`src/rtl/fft_pkg.sv`:
```
// Shared FFT datapath types and arithmetic helpers for the twiddle multiplier.
// Helpers work on a fixed 64-bit signed calculation width; callers sign-extend into it.
package fft_pkg;

    localparam int DEF_IN_W  = 16;
    localparam int DEF_TW_W  = 16;
    localparam int DEF_OUT_W = 16;
    localparam int DEF_SHIFT = 15;

    localparam int PROD_W = DEF_IN_W + DEF_TW_W;
    localparam int SUM_W  = PROD_W + 1;
    localparam int CALC_W = 64;

    typedef struct packed {
        logic signed [DEF_IN_W-1:0] re;
        logic signed [DEF_IN_W-1:0] im;
    } cplx_t;

    // Round half up: add half an LSB of the result, then arithmetic shift.
    function automatic logic signed [CALC_W-1:0] round_shift(
        input logic signed [CALC_W-1:0] s,
        input int                       shift
    );
        logic signed [CALC_W-1:0] bias;
        bias = '0;
        if (shift > 0) begin
            bias = 64'sd1 <<< (shift - 1);
        end
        return (s + bias) >>> shift;
    endfunction

    function automatic logic signed [CALC_W-1:0] sat_hi(input int out_w);
        return (64'sd1 <<< (out_w - 1)) - 64'sd1;
    endfunction

    function automatic logic signed [CALC_W-1:0] sat_narrow(
        input logic signed [CALC_W-1:0] r,
        input int                       out_w
    );
        logic signed [CALC_W-1:0] hi;
        logic signed [CALC_W-1:0] lo;
        hi = sat_hi(out_w);
        lo = -hi - 64'sd1;
        if (r > hi) begin
            return hi;
        end
        if (r < lo) begin
            return lo;
        end
        return r;
    endfunction

    function automatic logic sat_clamped(
        input logic signed [CALC_W-1:0] r,
        input int                       out_w
    );
        logic signed [CALC_W-1:0] hi;
        hi = sat_hi(out_w);
        return (r > hi) || (r < (-hi - 64'sd1));
    endfunction

endpackage

```
`src/rtl/cmult_round_sat.sv`:
```
// Combinational round, shift and narrow of one product-sum component.
// CMULT_SAT_EN selects clamping with a clamp flag; otherwise the result wraps.
module cmult_round_sat
    import fft_pkg::*;
#(
    parameter int S_W   = SUM_W,
    parameter int OUT_W = DEF_OUT_W,
    parameter int SHIFT = DEF_SHIFT
) (
    input  logic signed [S_W-1:0]   s_i,
`ifdef CMULT_SAT_EN
    output logic                    clamp_o,
`endif
    output logic signed [OUT_W-1:0] m_o
);

`ifdef CMULT_SAT_EN
    assign m_o     = OUT_W'(sat_narrow(round_shift(CALC_W'(s_i), SHIFT), OUT_W));
    assign clamp_o = sat_clamped(round_shift(CALC_W'(s_i), SHIFT), OUT_W);
`else
    assign m_o     = OUT_W'(round_shift(CALC_W'(s_i), SHIFT));
`endif

endmodule

```
`src/rtl/cmult_pipe.sv`:
```
// Three-stage pipelined complex multiplier m = a*b or a*conj(b) with valid/ready backpressure.
// Build with CMULT_SAT_EN for saturating outputs and a sticky ovf flag; default wraps, ovf = 0.
module cmult_pipe
    import fft_pkg::*;
#(
    parameter int IN_W  = DEF_IN_W,
    parameter int TW_W  = DEF_TW_W,
    parameter int OUT_W = DEF_OUT_W,
    parameter int SHIFT = DEF_SHIFT
) (
    input  logic                    clk,
    input  logic                    rst_n,
    input  logic                    in_valid,
    output logic                    in_ready,
    input  logic                    conj,
    input  logic signed [IN_W-1:0]  a_re,
    input  logic signed [IN_W-1:0]  a_im,
    input  logic signed [TW_W-1:0]  b_re,
    input  logic signed [TW_W-1:0]  b_im,
    output logic                    out_valid,
    input  logic                    out_ready,
    output logic signed [OUT_W-1:0] m_re,
    output logic signed [OUT_W-1:0] m_im,
    output logic                    ovf
);

    localparam int P_W = IN_W + TW_W;
    localparam int S_W = P_W + 1;

    logic en;

    logic                   v1_q, conj1_q;
    logic signed [IN_W-1:0] a_re_q, a_im_q;
    logic signed [TW_W-1:0] b_re_q, b_im_q;

    logic                  v2_q, conj2_q;
    logic signed [P_W-1:0] arbr_q, arbi_q, aibr_q, aibi_q;

    logic signed [S_W-1:0]   s_re_d, s_im_d;
    logic signed [OUT_W-1:0] m_re_d, m_im_d;
    logic                    v3_q;
    logic signed [OUT_W-1:0] m_re_q, m_im_q;

    // The whole pipeline moves in lockstep; a stalled output freezes every stage.
    assign en       = !v3_q || out_ready;
    assign in_ready = en;

    // NOTE: sequential state uses non-blocking assignments so every stage samples pre-edge values.
    always_ff @(posedge clk or negedge rst_n) begin
        if (!rst_n) begin
            v1_q    <= 1'b0;
            conj1_q <= 1'b0;
            a_re_q  <= '0;
            a_im_q  <= '0;
            b_re_q  <= '0;
            b_im_q  <= '0;
        end else if (en) begin
            v1_q    <= in_valid;
            conj1_q <= conj;
            a_re_q  <= a_re;
            a_im_q  <= a_im;
            b_re_q  <= b_re;
            b_im_q  <= b_im;
        end
    end

    // NOTE: data registers are reset alongside the valid bits so the outputs read 0 after reset.
    always_ff @(posedge clk or negedge rst_n) begin
        if (!rst_n) begin
            v2_q    <= 1'b0;
            conj2_q <= 1'b0;
            arbr_q  <= '0;
            arbi_q  <= '0;
            aibr_q  <= '0;
            aibi_q  <= '0;
        end else if (en) begin
            v2_q    <= v1_q;
            conj2_q <= conj1_q;
            arbr_q  <= P_W'(a_re_q) * P_W'(b_re_q);
            arbi_q  <= P_W'(a_re_q) * P_W'(b_im_q);
            aibr_q  <= P_W'(a_im_q) * P_W'(b_re_q);
            aibi_q  <= P_W'(a_im_q) * P_W'(b_im_q);
        end
    end

    // One guard bit above the product width keeps the add/sub exact.
    assign s_re_d = conj2_q ? S_W'(arbr_q) + S_W'(aibi_q) : S_W'(arbr_q) - S_W'(aibi_q);
    assign s_im_d = conj2_q ? S_W'(aibr_q) - S_W'(arbi_q) : S_W'(arbi_q) + S_W'(aibr_q);

`ifdef CMULT_SAT_EN
    logic clamp_re, clamp_im;
`endif

    cmult_round_sat #(
        .S_W   (S_W),
        .OUT_W (OUT_W),
        .SHIFT (SHIFT)
    ) u_round_re (
        .s_i     (s_re_d),
`ifdef CMULT_SAT_EN
        .clamp_o (clamp_re),
`endif
        .m_o     (m_re_d)
    );

    cmult_round_sat #(
        .S_W   (S_W),
        .OUT_W (OUT_W),
        .SHIFT (SHIFT)
    ) u_round_im (
        .s_i     (s_im_d),
`ifdef CMULT_SAT_EN
        .clamp_o (clamp_im),
`endif
        .m_o     (m_im_d)
    );

    always_ff @(posedge clk or negedge rst_n) begin
        if (!rst_n) begin
            v3_q   <= 1'b0;
            m_re_q <= '0;
            m_im_q <= '0;
        end else if (en) begin
            v3_q   <= v2_q;
            m_re_q <= m_re_d;
            m_im_q <= m_im_d;
        end
    end

`ifdef CMULT_SAT_EN
    logic ovf_q;

    always_ff @(posedge clk or negedge rst_n) begin
        if (!rst_n) begin
            ovf_q <= 1'b0;
        end else if (en && v2_q && (clamp_re || clamp_im)) begin
            ovf_q <= 1'b1;
        end
    end

    assign ovf = ovf_q;
`else
    assign ovf = 1'b0;
`endif

    assign out_valid = v3_q;
    assign m_re      = m_re_q;
    assign m_im      = m_im_q;

endmodule

```
`config.mk`:
```
export PLATFORM = sky130hd
export DESIGN_NAME = cmult_pipe
export DESIGN_NICKNAME = d
export VERILOG_FILES = /design/src/rtl/fft_pkg.sv /design/src/rtl/cmult_round_sat.sv /design/src/rtl/cmult_pipe.sv
export SDC_FILE = /design/constraint.sdc
export NUM_CORES = 2
export LEC_CHECK = 0
export BUFFER_PORTS_ARGS = -buffer_cell sky130_fd_sc_hd__buf_2
export CAP_MARGIN = 10
export CORE_ASPECT_RATIO = 0.9
export CORE_MARGIN = 5
export CORE_UTILIZATION = 65
export DETAILED_ROUTE_END_ITERATION = 10
export PLACE_DENSITY = 0.82
export SLEW_MARGIN = 20
export SYNTH_ARGS = -nofsm -noshare
export SYNTH_HDL_FRONTEND = slang
export SYNTH_SLANG_ARGS = --single-unit
```
`constraint.sdc`:
```
create_clock -name clk -period 7.3 [get_ports clk]
set_clock_uncertainty 0.2 [all_clocks]
set_input_delay 0.365 -clock clk [delete_from_list [all_inputs] [get_ports clk]]
set_output_delay 0.365 -clock clk [all_outputs]
set_load 0.02 [all_outputs]
```
After elaboration in Yosys (flattened, before gate mapping)
Index checks and enable logic that the tools add are counted.
- add/subtract/negate cells: 6
- multiply operators: 4
- mux-type cells: 2
- reduce and logical (&&, ||, !) cells: 2
- operators by type and width (operator ; number):
    16-bit by 16-bit multiplier with 31-bit output ; 4
    31-bit by 16-bit adder with 31-bit output (second input constant) ; 2
    31-bit adder ; 2
    31-bit 2-to-1 mux ; 2
    31-bit subtractor ; 2
    1-bit zero test ; 1
    1-bit logical OR ; 1
- register bits: 225
- input bits: 69
- output and inout bits: 35
- logic and storage cells: 29

Longest topological paths before layout
- depth after elaboration: 3
- mapped depth: 26
- gate-level depth less buffers: 24

Cells and area by module
From an unflattened synthesis, not the netlist that was laid out.
- cells, all modules: 5953
- area, all modules: 52734.3 um^2
- by module, submodules not included (module ; times used ; cells an instance ; area an instance (um^2) ; seq. area each (um^2)):
    cmult_pipe ; 1 ; 5865 ; 51978.6 ; 5730.5
    cmult_round_sat ; 2 ; 44 ; 377.9 ; 0.0

Least setup slack after synthesis
OpenSTA, ideal clock, no wires.
- kind: flip-flop to flip-flop
- start point: reg a_im_q[15]
- end point: reg aibi_q[30]
- library setup time: 0.137 ns
- data arrival time: 6.347 ns
- data required time: 6.963 ns
- slack: 0.616 ns
- cell stages (with the launch flop): 25
- buffers on the path: 2
- period minus slack after synthesis: 6.684 ns
- cells stage by stage: dfrtp_1 clkbuf_1 clkbuf_1 nand2_1 inv_1 fa_1 inv_1 fa_1 inv_1 fa_1 fa_1 fa_1 inv_1 fa_1 inv_1 ha_1 and3_1 nor2b_1 a221oi_1 o21a_1 o21ai_0 or4_1 a31oi_1 xnor2_1 a21oi_1
- longest elaborated chain between the ends: 1
- RTL lines (what ; RTL line ; text):
    from (decl) ; cmult_pipe.sv:33 ; logic signed [IN_W-1:0] a_re_q, a_im_q;
    from (signal assigned) ; cmult_pipe.sv:61 ; a_im_q <= a_im;
    16-bit by 16-bit multiplier with 31-bit output ; cmult_pipe.sv:82 ; aibi_q <= P_W'(a_im_q) * P_W'(b_im_q);
    to (signal assigned) ; cmult_pipe.sv:82 ;
    to (decl) ; cmult_pipe.sv:37 ; logic signed [P_W-1:0] arbr_q, arbi_q, aibr_q, aibi_q;
Every way passes these cells.
A chain may end at the register's enable or synchronous reset.

Worst setup path in the final report
- start point: reg a_re_q[15]
- end point: reg arbr_q[29]
- longest elaborated chain between the ends: 1
- RTL lines (what ; RTL line ; text):
    from (decl) ; cmult_pipe.sv:33 ;
    from (signal assigned) ; cmult_pipe.sv:60 ; a_re_q <= a_re;
    16-bit by 16-bit multiplier with 31-bit output ; cmult_pipe.sv:79 ; arbr_q <= P_W'(a_re_q) * P_W'(b_re_q);
    to (signal assigned) ; cmult_pipe.sv:79 ;
    to (decl) ; cmult_pipe.sv:37 ;
Every way passes these cells.

==> impl_metrics.toml <==
[synth]
synth_edf_count = 0
synthTopCellsByCount = "inv_1 (1,158), fa_1 (1,024), nand2_1 (886), and2_1 (482), ha_1 (382)"
async_flop_share = 1.00
synthCells = 5696
ys.flop_type = "dfrtp_1"
syn_nets = 7171
synth_top_area_cell = "fa_1"
synth_area_sq_um = 50800
yosys_warnings = 0
synth.distinct_cells = 82
avgSynthCellArea_sq_um = 8.92
yosysTopAreaCellShare = 0.403
synth-seq-area-share = 0.111
synth_seq_cells = 225
yosysMostFrequentCell = "inv_1"
synthTopCellsByArea = "fa_1 (40%), dfrtp_1 (11%), ha_1 (9.4%), inv_1 (8.6%), nand2_1 (6.5%)"

[worst_setup_path]
worstPathMaxFanout = 12
cp_data_required_time_ns = 7.56
r2r_cells = 22
worstSetupEndpointType = "register"
reg2reg_from = "a_re_q[15]"
start_kind = "register"
regToRegSetupSlack_ns = 0.26
critical_path_class = "reg -> reg"
r2r-end = "arbr_q[29]"
arrival_ns = 7.30

[placed_design]
port_buffers = 102
place_area_sq_um = 53200
place.gp.congestion = 0.979
hpwl_mm = 110
post-place-cells = 6748

[clock_tree]
ctsRootBufferMaster = "clkbuf_16"
cts_buffer_depth = 3
clock_sinks = 225
clock_latency_ns = 0.66
ctsHtreeMaxLevel = 1
numCtsBuffers = 29
clk_pin_slew_ns = 0.06
cts_tree = "built"

[sta]
worst_pin_slew_ns = 1.17
setup_viol = 0
finalHoldViolCount = 0
slew_headroom = 0.217
fin_crit_ns = 7.04
slew_violations = 0
max_freq_mhz = 142
post-route-period-util = 0.964

[grt]
grt_pass1_vias = 42000
grt_antenna_before_repair = 18
grt_usage = 0.336
grt.overflow.total = 0
grt_pass1_wl_mm = 224
grt_max_degree = 145

[drt]
drt_iter0_markers = 3201
vias_per_cell = 5.75
drt_wl_total_mm = 138
dr.pass1.iters = 5
antenna_left = 0
drc = 0
routedWlPerCell_um = 20.1
vias = 39500

[floorplan]
io_pins = 104
dieArea_sq_um = 83900
rows = 97
chipWidth_um = 305
die_height_um = 275
core_sq_um = 77700
initial_core_util = 0.654

[layout]
stdcell_count = 6878
areaGrowthSynthToFinish_pct = 8.32
final_util = 0.709
num-nets-final = 7289
fin_area_sq_um = 55000
drive_above_1_share = 0.0694

[status]
status = "completed"

[job]
maxCapViolations = 0

[worst_hold_path]
hold_path_class = "in -> async"
-- layout by cell type, fill, tap and decap left out, drive strengths merged, types with 19 or more instances in the layout --
master       netlist  final
a21oi            181    181
dlygate4sd3        0     68
dfrtp            225    225
nor3              50     50
a21o              65     65
nor2             208    208
xor2             100    100
nand2            887    887
buf               10    282
o21a              25     25
o21ai            131    131
nand2b            43     43
ha               382    382
a31oi             22     22
nand4             19     19
and2             482    482
xnor2            157    157
fa              1024   1024
nor4              20     20
nand3             39     39
clkbuf           253     36
inv             1158   1158
o21bai            24     24
-- worst max-delay path by stage --
stage | from | end | slack, ns | depth (start not counted)
after global placement | a_im_q[8] | aibr_q[30] | 0.26 | 22
after global routing | b_im_q[4] | aibi_q[30] | -0.01 | 24
after detailed placement | a_im_q[11] | aibr_q[29] | 0.17 | 22
after floorplan | a_im_q[15] | aibi_q[30] | 0.62 | 24
final | a_re_q[15] | arbr_q[29] | 0.26 | 22
after CTS | a_im_q[6] | aibr_q[29] | 0.11 | 23
-- logic make-up after synthesis --
logic type,Yosys count,share of synthesized area
AO/OA/AOI/OAI,551,0.0694
flip-flops,225,0.111
multiplexers,6,0.00121
adder cells (fa/ha/maj),1406,0.497
other,1,0.0000738
buffers and inverters,1421,0.105
AND/OR/NAND/NOR,1829,0.172
XOR/XNOR,257,0.0444
-- what timing repair did --
action	4_1_cts	5_1_grt
endpoints found under the hold margin	156	0
resized for setup	0	40
hold buffers	68	0
endpoints found under the setup margin	0	14
buffers inserted	0	6
-- sequential cells by signal (all words and copies together), names as in the netlist --
| name | count |
|---|---|
| a_re_q | 16 |
| arbr_q | 31 |
| v1_q | 1 |
| m_im | 16 |
| a_im_q | 16 |
| aibi_q | 31 |
| v2_q | 1 |
| out_valid | 1 |
| b_re_q | 16 |
| m_re | 16 |
| aibr_q | 31 |
| conj1_q | 1 |
| conj2_q | 1 |
| b_im_q | 16 |
| arbi_q | 31 |
-- area by class of cell --
type / count / area, sq um
repair buffers: 350 / 2770
clock inverters: 17 / 272
clock buffers: 36 / 772
inverters: 1158 / 4360
fillers: 5765 / 22600
flip-flops and latches: 225 / 5670
diodes: 3 / 7.51
well taps: 1039 / 1300
multi-input cells: 4050 / 39900
-- layer usage --
metal | vias up | global-route usage | share of wire
met5 | - | 0 | 0.00097
met4 | 18 | 0.154 | 0.059
met3 | 423 | 0.107 | 0.11
met2 | 1940 | 0.521 | 0.45
met1 | 19800 | 0.440 | 0.38
li1 | 17400 | - | -
-- worst max-delay path, stage by stage, from the launching register on --
cell     delay [ns]
dfrtp_1        0.61
nand2_1        0.21
inv_1          0.11
fa_1           0.78
inv_1          0.12
fa_1           0.70
inv_1          0.11
fa_1           0.47
fa_1           0.51
fa_1           0.49
inv_1          0.05
fa_1           0.48
inv_1          0.05
ha_1           0.34
a21oi_1        0.22
nor3b_1        0.26
nand3_1        0.13
nand2_1        0.17
o21ai_0        0.14
o22ai_1        0.16
xor2_1         0.21
buf_4          0.21
a21oi_1        0.09
-- stage by stage --
step	hold slack (ns)	setup TNS (ns)	worst slack (ns)
2_1_floorplan	-0.131	0	0.616
3_3_place_gp	0.229	0	0.259
3_5_place_dp	0.232	0	0.166
4_1_cts	0.178	0	0.115
5_1_grt	0.234	-0.0170	-0.0108
6_report	0.155	0	0.261
Power is left out: the tool's default activity adds up to more than one toggle a clock period on the data nets, which glitch-free logic cannot reach.
